===== src/rtl/r2sdf_stage.sv =====
// r2sdf_stage: radix-2 single-path delay-feedback butterfly stage.
// Pairs sample k with sample k+DELAY of each 2*DELAY frame. The stage emits
// saturated sums during the second half of the frame. It emits the stored
// differences during the first half of the following frame.
// Optional build macro: R2SDF_SCALE_EN. When defined, every sum and difference
// is halved (arithmetic shift right by 1), so saturation never occurs.
module r2sdf_stage #(
  parameter int WIDTH = 16,
  parameter int DELAY = 8
) (
  input  logic             clk,
  input  logic             rst,
  input  logic             in_valid,
  input  logic [WIDTH-1:0] in_real,
  input  logic [WIDTH-1:0] in_imag,
  input  logic             ovf_clr,
  output logic             out_valid,
  output logic [WIDTH-1:0] out_real,
  output logic [WIDTH-1:0] out_imag,
  output logic             out_sop,
  output logic             out_ovf,
  output logic             ovf_sticky
);

  localparam int CW = $clog2(2 * DELAY);
  localparam logic [CW-1:0] HALF = CW'(DELAY);
  localparam logic [CW-1:0] LAST = CW'(2 * DELAY - 1);

  logic [CW-1:0]    cnt;
  logic             primed;

  logic [WIDTH-1:0] dl_re  [DELAY];
  logic [WIDTH-1:0] dl_im  [DELAY];
  logic             dl_ovf [DELAY];

  logic [WIDTH-1:0] head_re, head_im;
  logic             head_ovf;
  logic [WIDTH:0]   sr, si, dr, di;
  logic             bfly;

  logic [WIDTH-1:0] push_re, push_im;
  logic             push_ovf;
  logic             nxt_valid, nxt_sop, nxt_ovf;
  logic [WIDTH-1:0] nxt_re, nxt_im;

  // Sign-extend one component to WIDTH+1 bits.
  function automatic logic [WIDTH:0] ext(input logic [WIDTH-1:0] v);
    return {v[WIDTH-1], v};
  endfunction

  // Reduce a WIDTH+1-bit result to WIDTH bits; the MSB of the return value is the clamp flag.
  function automatic logic [WIDTH:0] clip(input logic [WIDTH:0] v);
`ifdef R2SDF_SCALE_EN
    return {1'b0, v[WIDTH:1]};
`else
    if (v[WIDTH] != v[WIDTH-1])
      return {1'b1, v[WIDTH], {(WIDTH-1){~v[WIDTH]}}};
    else
      return {1'b0, v[WIDTH-1:0]};
`endif
  endfunction

  // Butterfly arithmetic and selection between fill-phase and butterfly-phase outputs.
  always_comb begin
    head_re  = dl_re[DELAY-1];
    head_im  = dl_im[DELAY-1];
    head_ovf = dl_ovf[DELAY-1];
    sr       = clip(ext(head_re) + ext(in_real));
    si       = clip(ext(head_im) + ext(in_imag));
    dr       = clip(ext(head_re) - ext(in_real));
    di       = clip(ext(head_im) - ext(in_imag));
    bfly     = (cnt >= HALF);

    push_re   = in_real;
    push_im   = in_imag;
    push_ovf  = 1'b0;
    nxt_valid = primed;
    nxt_sop   = 1'b0;
    nxt_re    = head_re;
    nxt_im    = head_im;
    nxt_ovf   = primed & head_ovf;

    if (bfly) begin
      push_re   = dr[WIDTH-1:0];
      push_im   = di[WIDTH-1:0];
      push_ovf  = dr[WIDTH] | di[WIDTH];
      nxt_valid = 1'b1;
      nxt_sop   = (cnt == HALF);
      nxt_re    = sr[WIDTH-1:0];
      nxt_im    = si[WIDTH-1:0];
      nxt_ovf   = sr[WIDTH] | si[WIDTH];
    end
  end

  // Delay line: shift by one entry for each accepted sample. Each entry carries its write-time clamp bit.
  always_ff @(posedge clk) begin
    if (rst) begin
      for (int unsigned i = 0; i < DELAY; i++) begin
        dl_re[i]  <= '0;
        dl_im[i]  <= '0;
        dl_ovf[i] <= 1'b0;
      end
    end else if (in_valid) begin
      for (int unsigned i = 1; i < DELAY; i++) begin
        dl_re[i]  <= dl_re[i-1];
        dl_im[i]  <= dl_im[i-1];
        dl_ovf[i] <= dl_ovf[i-1];
      end
      dl_re[0]  <= push_re;
      dl_im[0]  <= push_im;
      dl_ovf[0] <= push_ovf;
    end
  end

  // Frame counter and primed flag; both advance only on accepted samples.
  always_ff @(posedge clk) begin
    if (rst) begin
      cnt    <= '0;
      primed <= 1'b0;
    end else if (in_valid) begin
      if (cnt == LAST) begin
        cnt    <= '0;
        primed <= 1'b1;
      end else begin
        cnt <= cnt + 1'b1;
      end
    end
  end

  // Output register. On a stall, valid and sop drop and the data outputs hold their values.
  always_ff @(posedge clk) begin
    if (rst) begin
      out_valid <= 1'b0;
      out_sop   <= 1'b0;
      out_ovf   <= 1'b0;
      out_real  <= '0;
      out_imag  <= '0;
    end else if (in_valid) begin
      out_valid <= nxt_valid;
      out_sop   <= nxt_sop;
      out_ovf   <= nxt_ovf;
      out_real  <= nxt_re;
      out_imag  <= nxt_im;
    end else begin
      out_valid <= 1'b0;
      out_sop   <= 1'b0;
    end
  end

  // Sticky overflow flag. A new overflow wins over a simultaneous clear.
  always_ff @(posedge clk) begin
    if (rst)
      ovf_sticky <= 1'b0;
    else if (in_valid && nxt_valid && nxt_ovf)
      ovf_sticky <= 1'b1;
    else if (ovf_clr)
      ovf_sticky <= 1'b0;
  end

endmodule


===== config.mk =====
export PLATFORM = sky130hd
export DESIGN_NAME = r2sdf_stage
export DESIGN_NICKNAME = d
export VERILOG_FILES = /design/src/rtl/r2sdf_stage.sv
export SDC_FILE = /design/constraint.sdc
export NUM_CORES = 1
export LEC_CHECK = 0
export CAP_MARGIN = 20
export CORE_AREA = 2 2 187 143
export CTS_CLUSTER_SIZE = 16
export DETAILED_ROUTE_END_ITERATION = 12
export DIE_AREA = 0 0 189 145
export PLACE_DENSITY = 0.83
export REMOVE_ABC_BUFFERS = 1
export SYNTH_ARGS = -nofsm -noshare
export SYNTH_HDL_FRONTEND = slang
export SYNTH_SLANG_ARGS = --single-unit
export TNS_END_PERCENT = 20

===== constraint.sdc =====
create_clock -name clk -period 9.1 [get_ports clk]
set_input_delay 2.73 -clock clk [delete_from_list [all_inputs] [get_ports clk]]
set_output_delay 2.73 -clock clk [all_outputs]
set_load 0.01 [all_outputs]

== Word level (Yosys, flattened, before mapping) ==
Memory sizes are Yosys's and may differ from the RTL's.
Index checks and enable logic that the tools add are counted.

* Flip-flop bits (word level): 41
* Latch bits: 0
* Memory bits (writable): 264
* Bits in read-only memories: 0
* Input bits: 36
* Output and inout bits: 36
* Word-level logic and storage cells: 105
* Memories: 3

* Add/sub/neg operators: 5
* Multiply operators: 0
* Divide/modulo/power cells: 0
* Magnitude comparators: 1
* Equality and inequality tests: 6
* Shifts and indexed selects: 0
* Muxes and demuxes: 43
* Bitwise logic cells: 33
* Reductions and logical operators: 6

{| class="wikitable"
|+ Memories
! memory !! depth !! width !! read ports !! clocked after memory_dff !! wr ports !! line !! RTL
|-
| dl_im || 8 || 16 || 8 || 0 || 8 || 33 || <nowiki>logic [WIDTH-1:0] dl_im [DELAY];</nowiki>
|-
| dl_re || 8 || 16 || 8 || 0 || 8 || 32 || <nowiki>logic [WIDTH-1:0] dl_re [DELAY];</nowiki>
|-
| dl_ovf || 8 || 1 || 8 || 0 || 8 || 34 || <nowiki>logic dl_ovf [DELAY];</nowiki>
|}

{| class="wikitable"
|+ Operator list
! operator !! number
|-
| $mux W16 || 20
|-
| $mux W17 || 4
|-
| $add A16 B16 Y17 || 2
|-
| $sub A16 B16 Y17 || 2
|-
| $or A1 B1 Y1 || 26
|-
| $mux W1 || 18
|-
| $eq A4 B4 Y1 const B || 2
|-
| $not A1 Y1 || 6
|-
| $add A4 B1 Y4 const B || 1
|-
| $ge A4 B4 Y1 const B || 1
|-
| $mux W4 || 1
|-
| $ne A1 B1 Y1 || 4
|-
| $reduce_or A3 Y1 || 1
|-
| $logic_and A1 B1 Y1 || 2
|-
| $reduce_and A2 Y1 || 1
|-
| $reduce_bool A2 Y1 || 1
|-
| $reduce_or A2 Y1 || 1
|-
| $and A1 B1 Y1 || 1
|}

== Longest topological paths before layout ==
* Depth in word-level cells: 7
* Mapped depth: 14
* Depth with buffers taken out: 13

== Least setup slack after synthesis ==
OpenSTA, ideal clock, no wires.

* Path type: input port to flip-flop
* Start point: input port in_valid
* End point: memory dl_im[0][0], enable pin
* Setup time: 0.549 ns
* Arrival time: 7.336 ns
* Required time: 8.551 ns
* Setup slack: 1.215 ns
* Stages: 5
* Path through: clkbuf_1 > clkbuf_1 > nor2_1 > clkbuf_1 > inv_1

{| class="wikitable"
|+ RTL lines
! element !! line !! RTL
|-
| start, declared || 13 || <nowiki>input logic in_valid,</nowiki>
|-
| end, declared || 33 ||
|}

==> out/metrics.yaml <==
outcome:
  outcome: "completed"
worst_setup_path:
  worstPathRequired_ns: 9.48
  r2r-end: "out_imag[11]$_SDFFE_PP0P_"
  worstRegToRegCells: 12
  path_max_fanout: 14
  worstSetupStartpointType: "input port"
  r2r_start: "dl_im[1][48]$_SDFFE_PP0P_"
  regToRegSetupSlack_ns: 5.24
  cp-endpoint: "dl_re[0][1]$_SDFFCE_PN0P_"
  worstPathArrival_ns: 6.51
  crit_path_start: "in_real[4]"
  worstSetupEndpointType: "flip-flop"
  path_class: "input port to flip-flop"
yosys:
  ys_warn_count: 0
  avgSynthCellArea_sq_um: 10.9
  synth-seq-cells: 305
  synth_seq_area_share_pct: 53.4
  async_reset_ff_share_pct: 0
  synth_top_cells_by_area: "edfxtp_1 39%, dfxtp_1 14%, and2_1 6.9%, ha_1 5.5%, mux2i_1 4.6%"
  synth_top_area_cell: "edfxtp_1"
  synth-main-ff-cell: "edfxtp_1"
  synthCells: 1390
  synth_top_area_share_pct: 39.2
  ys_types: 76
  netlist_area_sq_um: 15200
  synth_edf_count: 198
timing:
  slew_headroom_pct: 36.2
  hold_viol: 0
  period_share_pct: 67.4
  setup_viol: 0
  post-route-min-period_ns: 6.13
  whs_ns: 0.451
  tightest_slew_ns: 0.957
  fin_skew_ns: 0.0165
  slew_viol_final: 0
  fmax_mhz: 163
  final.setup.tns_ns: 0
  fin_ws_ns: 2.97
  rsz0062_at_grt: "false"
clock_network:
  cts_num_sinks: 305
  cts-hold-fix-buffers: 0
  clkLatencyLatePin_ns: 0.55
  cts_buffer_depth: 3
  htreeDepth: 1
  clk_pin_slew_ns: 0.07
  clockRootBuffer: "clkbuf_16"
  postCtsSetupBuffers: 0
  cts_tree: "yes"
  cts_buffers: 29
  cts_resized: 0
placed_design:
  place_inst: 1727
  pre_cts_slack_ns: 2.52
  gp_congestion: 0.926
  placed_area_sq_um: 16000
  hpwl_microns: 21400
  io_buffer_count: 71
grt:
  grt_usage_pct: 24.1
  grt_max_degree: 124
  use_met2_pct: 35.0
  grt_use_met1_pct: 37.2
  antenna_found_initial: 0
  use_met3_pct: 3.82
  grt_overflow: 0
  busiest_layer: "met1"
  grt_pass1_vias: 9787
  grt_pass1_wl_microns: 52800
power:
  p_leak_nw: 6.68
  p_per_area_nw_per_um2: 177
  total_power_mw: 2.99
  ir_drop_uv: 137
floorplanning:
  fp.coreArea_sq_um: 25600
  pin_count: 72
  die-height_microns: 145
  start_util_pct: 59.2
  placementRows: 51
  die_x_microns: 189
  dieArea_sq_um: 27400
layout:
  stdcell_count: 1781
  syn2layout_area_growth_pct: 11.6
  insertedDiodeCount: 0
  utilization_pct: 66.1
  stdcell_area_sq_um: 16900
  final_common_cell: "edfxtp_1"
  mostFrequentLayoutCells: "198 x edfxtp_1, 167 x and2_1, 126 x nor2_1"
  final_layout_size_suffix_gt1_share_pct: 5.08
  nets: 1520
drt:
  first_pass_iters: 6
  antenna_left: 0
  vias: 10269
  wl_microns: 32700
  drc: 0
  viasPerCell: 5.77
  first_iter_violations: 878
  wl_per_cell_microns: 18.4
hold_path:
  hp-start: "ovf_sticky$_SDFFE_PP0P_"
  hp-class: "flip-flop to flip-flop"
flow_run:
  max-cap-violations: 0
## worst max-delay path: stages
cell             delay [ns]
clkdlybuf4s50_1        0.51
inv_1                  0.05
ha_1                   0.46
o21ai_0                0.17
o21ai_0                0.23
a21oi_1                0.18
o21ai_1                0.23
a41oi_1                0.19
a21oi_2                0.63
inv_2                  0.28
or4_2                  0.68
a31oi_1                0.15
## where the power goes
part           internal, mW  total [mW]  switching [mW]
sequential             1.55        1.57          0.0230
combinational         0.108       0.277           0.169
clock                 0.636        1.14           0.502
total                  2.29        2.99           0.694
## state kept, by name, summed over array words and instances (netlist names)
| register | flops |
|---|---|
| out_imag | 16 |
| dl_im | 128 |
| dl_ovf | 8 |
| out_ovf | 1 |
| primed | 1 |
| ovf_sticky | 1 |
| out_sop | 1 |
| dl_re | 128 |
| out_valid | 1 |
| cnt | 4 |
| out_real | 16 |
## how the worst min path moves through the flow
stage / endpoint / cells after the start
after floorplan: dl_im[1][32]$_SDFFE_PP0P_ / 2
after global placement: ovf_sticky$_SDFFE_PP0P_ / 1
after detailed placement: ovf_sticky$_SDFFE_PP0P_ / 1
after CTS: ovf_sticky$_SDFFE_PP0P_ / 1
after global routing: ovf_sticky$_SDFFE_PP0P_ / 1
final: ovf_sticky$_SDFFE_PP0P_ / 1
## cell usage after synthesis, drive strengths merged (4+ instances only)
master  instances
edfxtp        198
and2          167
nor2          126
dfxtp         107
a21oi          89
o21ai          84
mux2i          70
ha             66
clkbuf         65
inv            65
xnor2          35
nand2          33
a211oi         24
maj3           24
buf            23
nor2b          22
o22ai          17
xor2           17
a31oi          16
nand2b         14
nor3           14
o21bai         12
nand3          10
a311oi          9
o21a            8
a21o            7
o31ai           5
a221oi          4
and3            4
fa              4
nor4            4
## logic make-up after synthesis
group                      share of synthesized area, %
DFF                                                53.4
AOI/OAI and AO/OA                                  12.9
and+or+nand+nor                                    14.4
buffers and inverters                              4.03
muxes                                              4.62
adders and majority gates                          7.56
xor gates and xnor gates                           3.13
## area by class of cell
type | instances | area [sq um]
fillers | 1972 | 8680
clock buffers | 44 | 802
multi-input cells | 931 | 6460
well taps | 344 | 430
flip-flops and latches | 305 | 8090
clock inverters | 10 | 82.6
repair buffers | 81 | 785
inverters | 66 | 255
## routing by layer
layer  routed length (microns)  vias to the layer above
li1                          -                     4969
met1                     16000                     4985
met2                     14200                      258
met3                      1740                       57
met4                       813                        0
met5                         0                        -
Power figures use the tool's default switching activity.
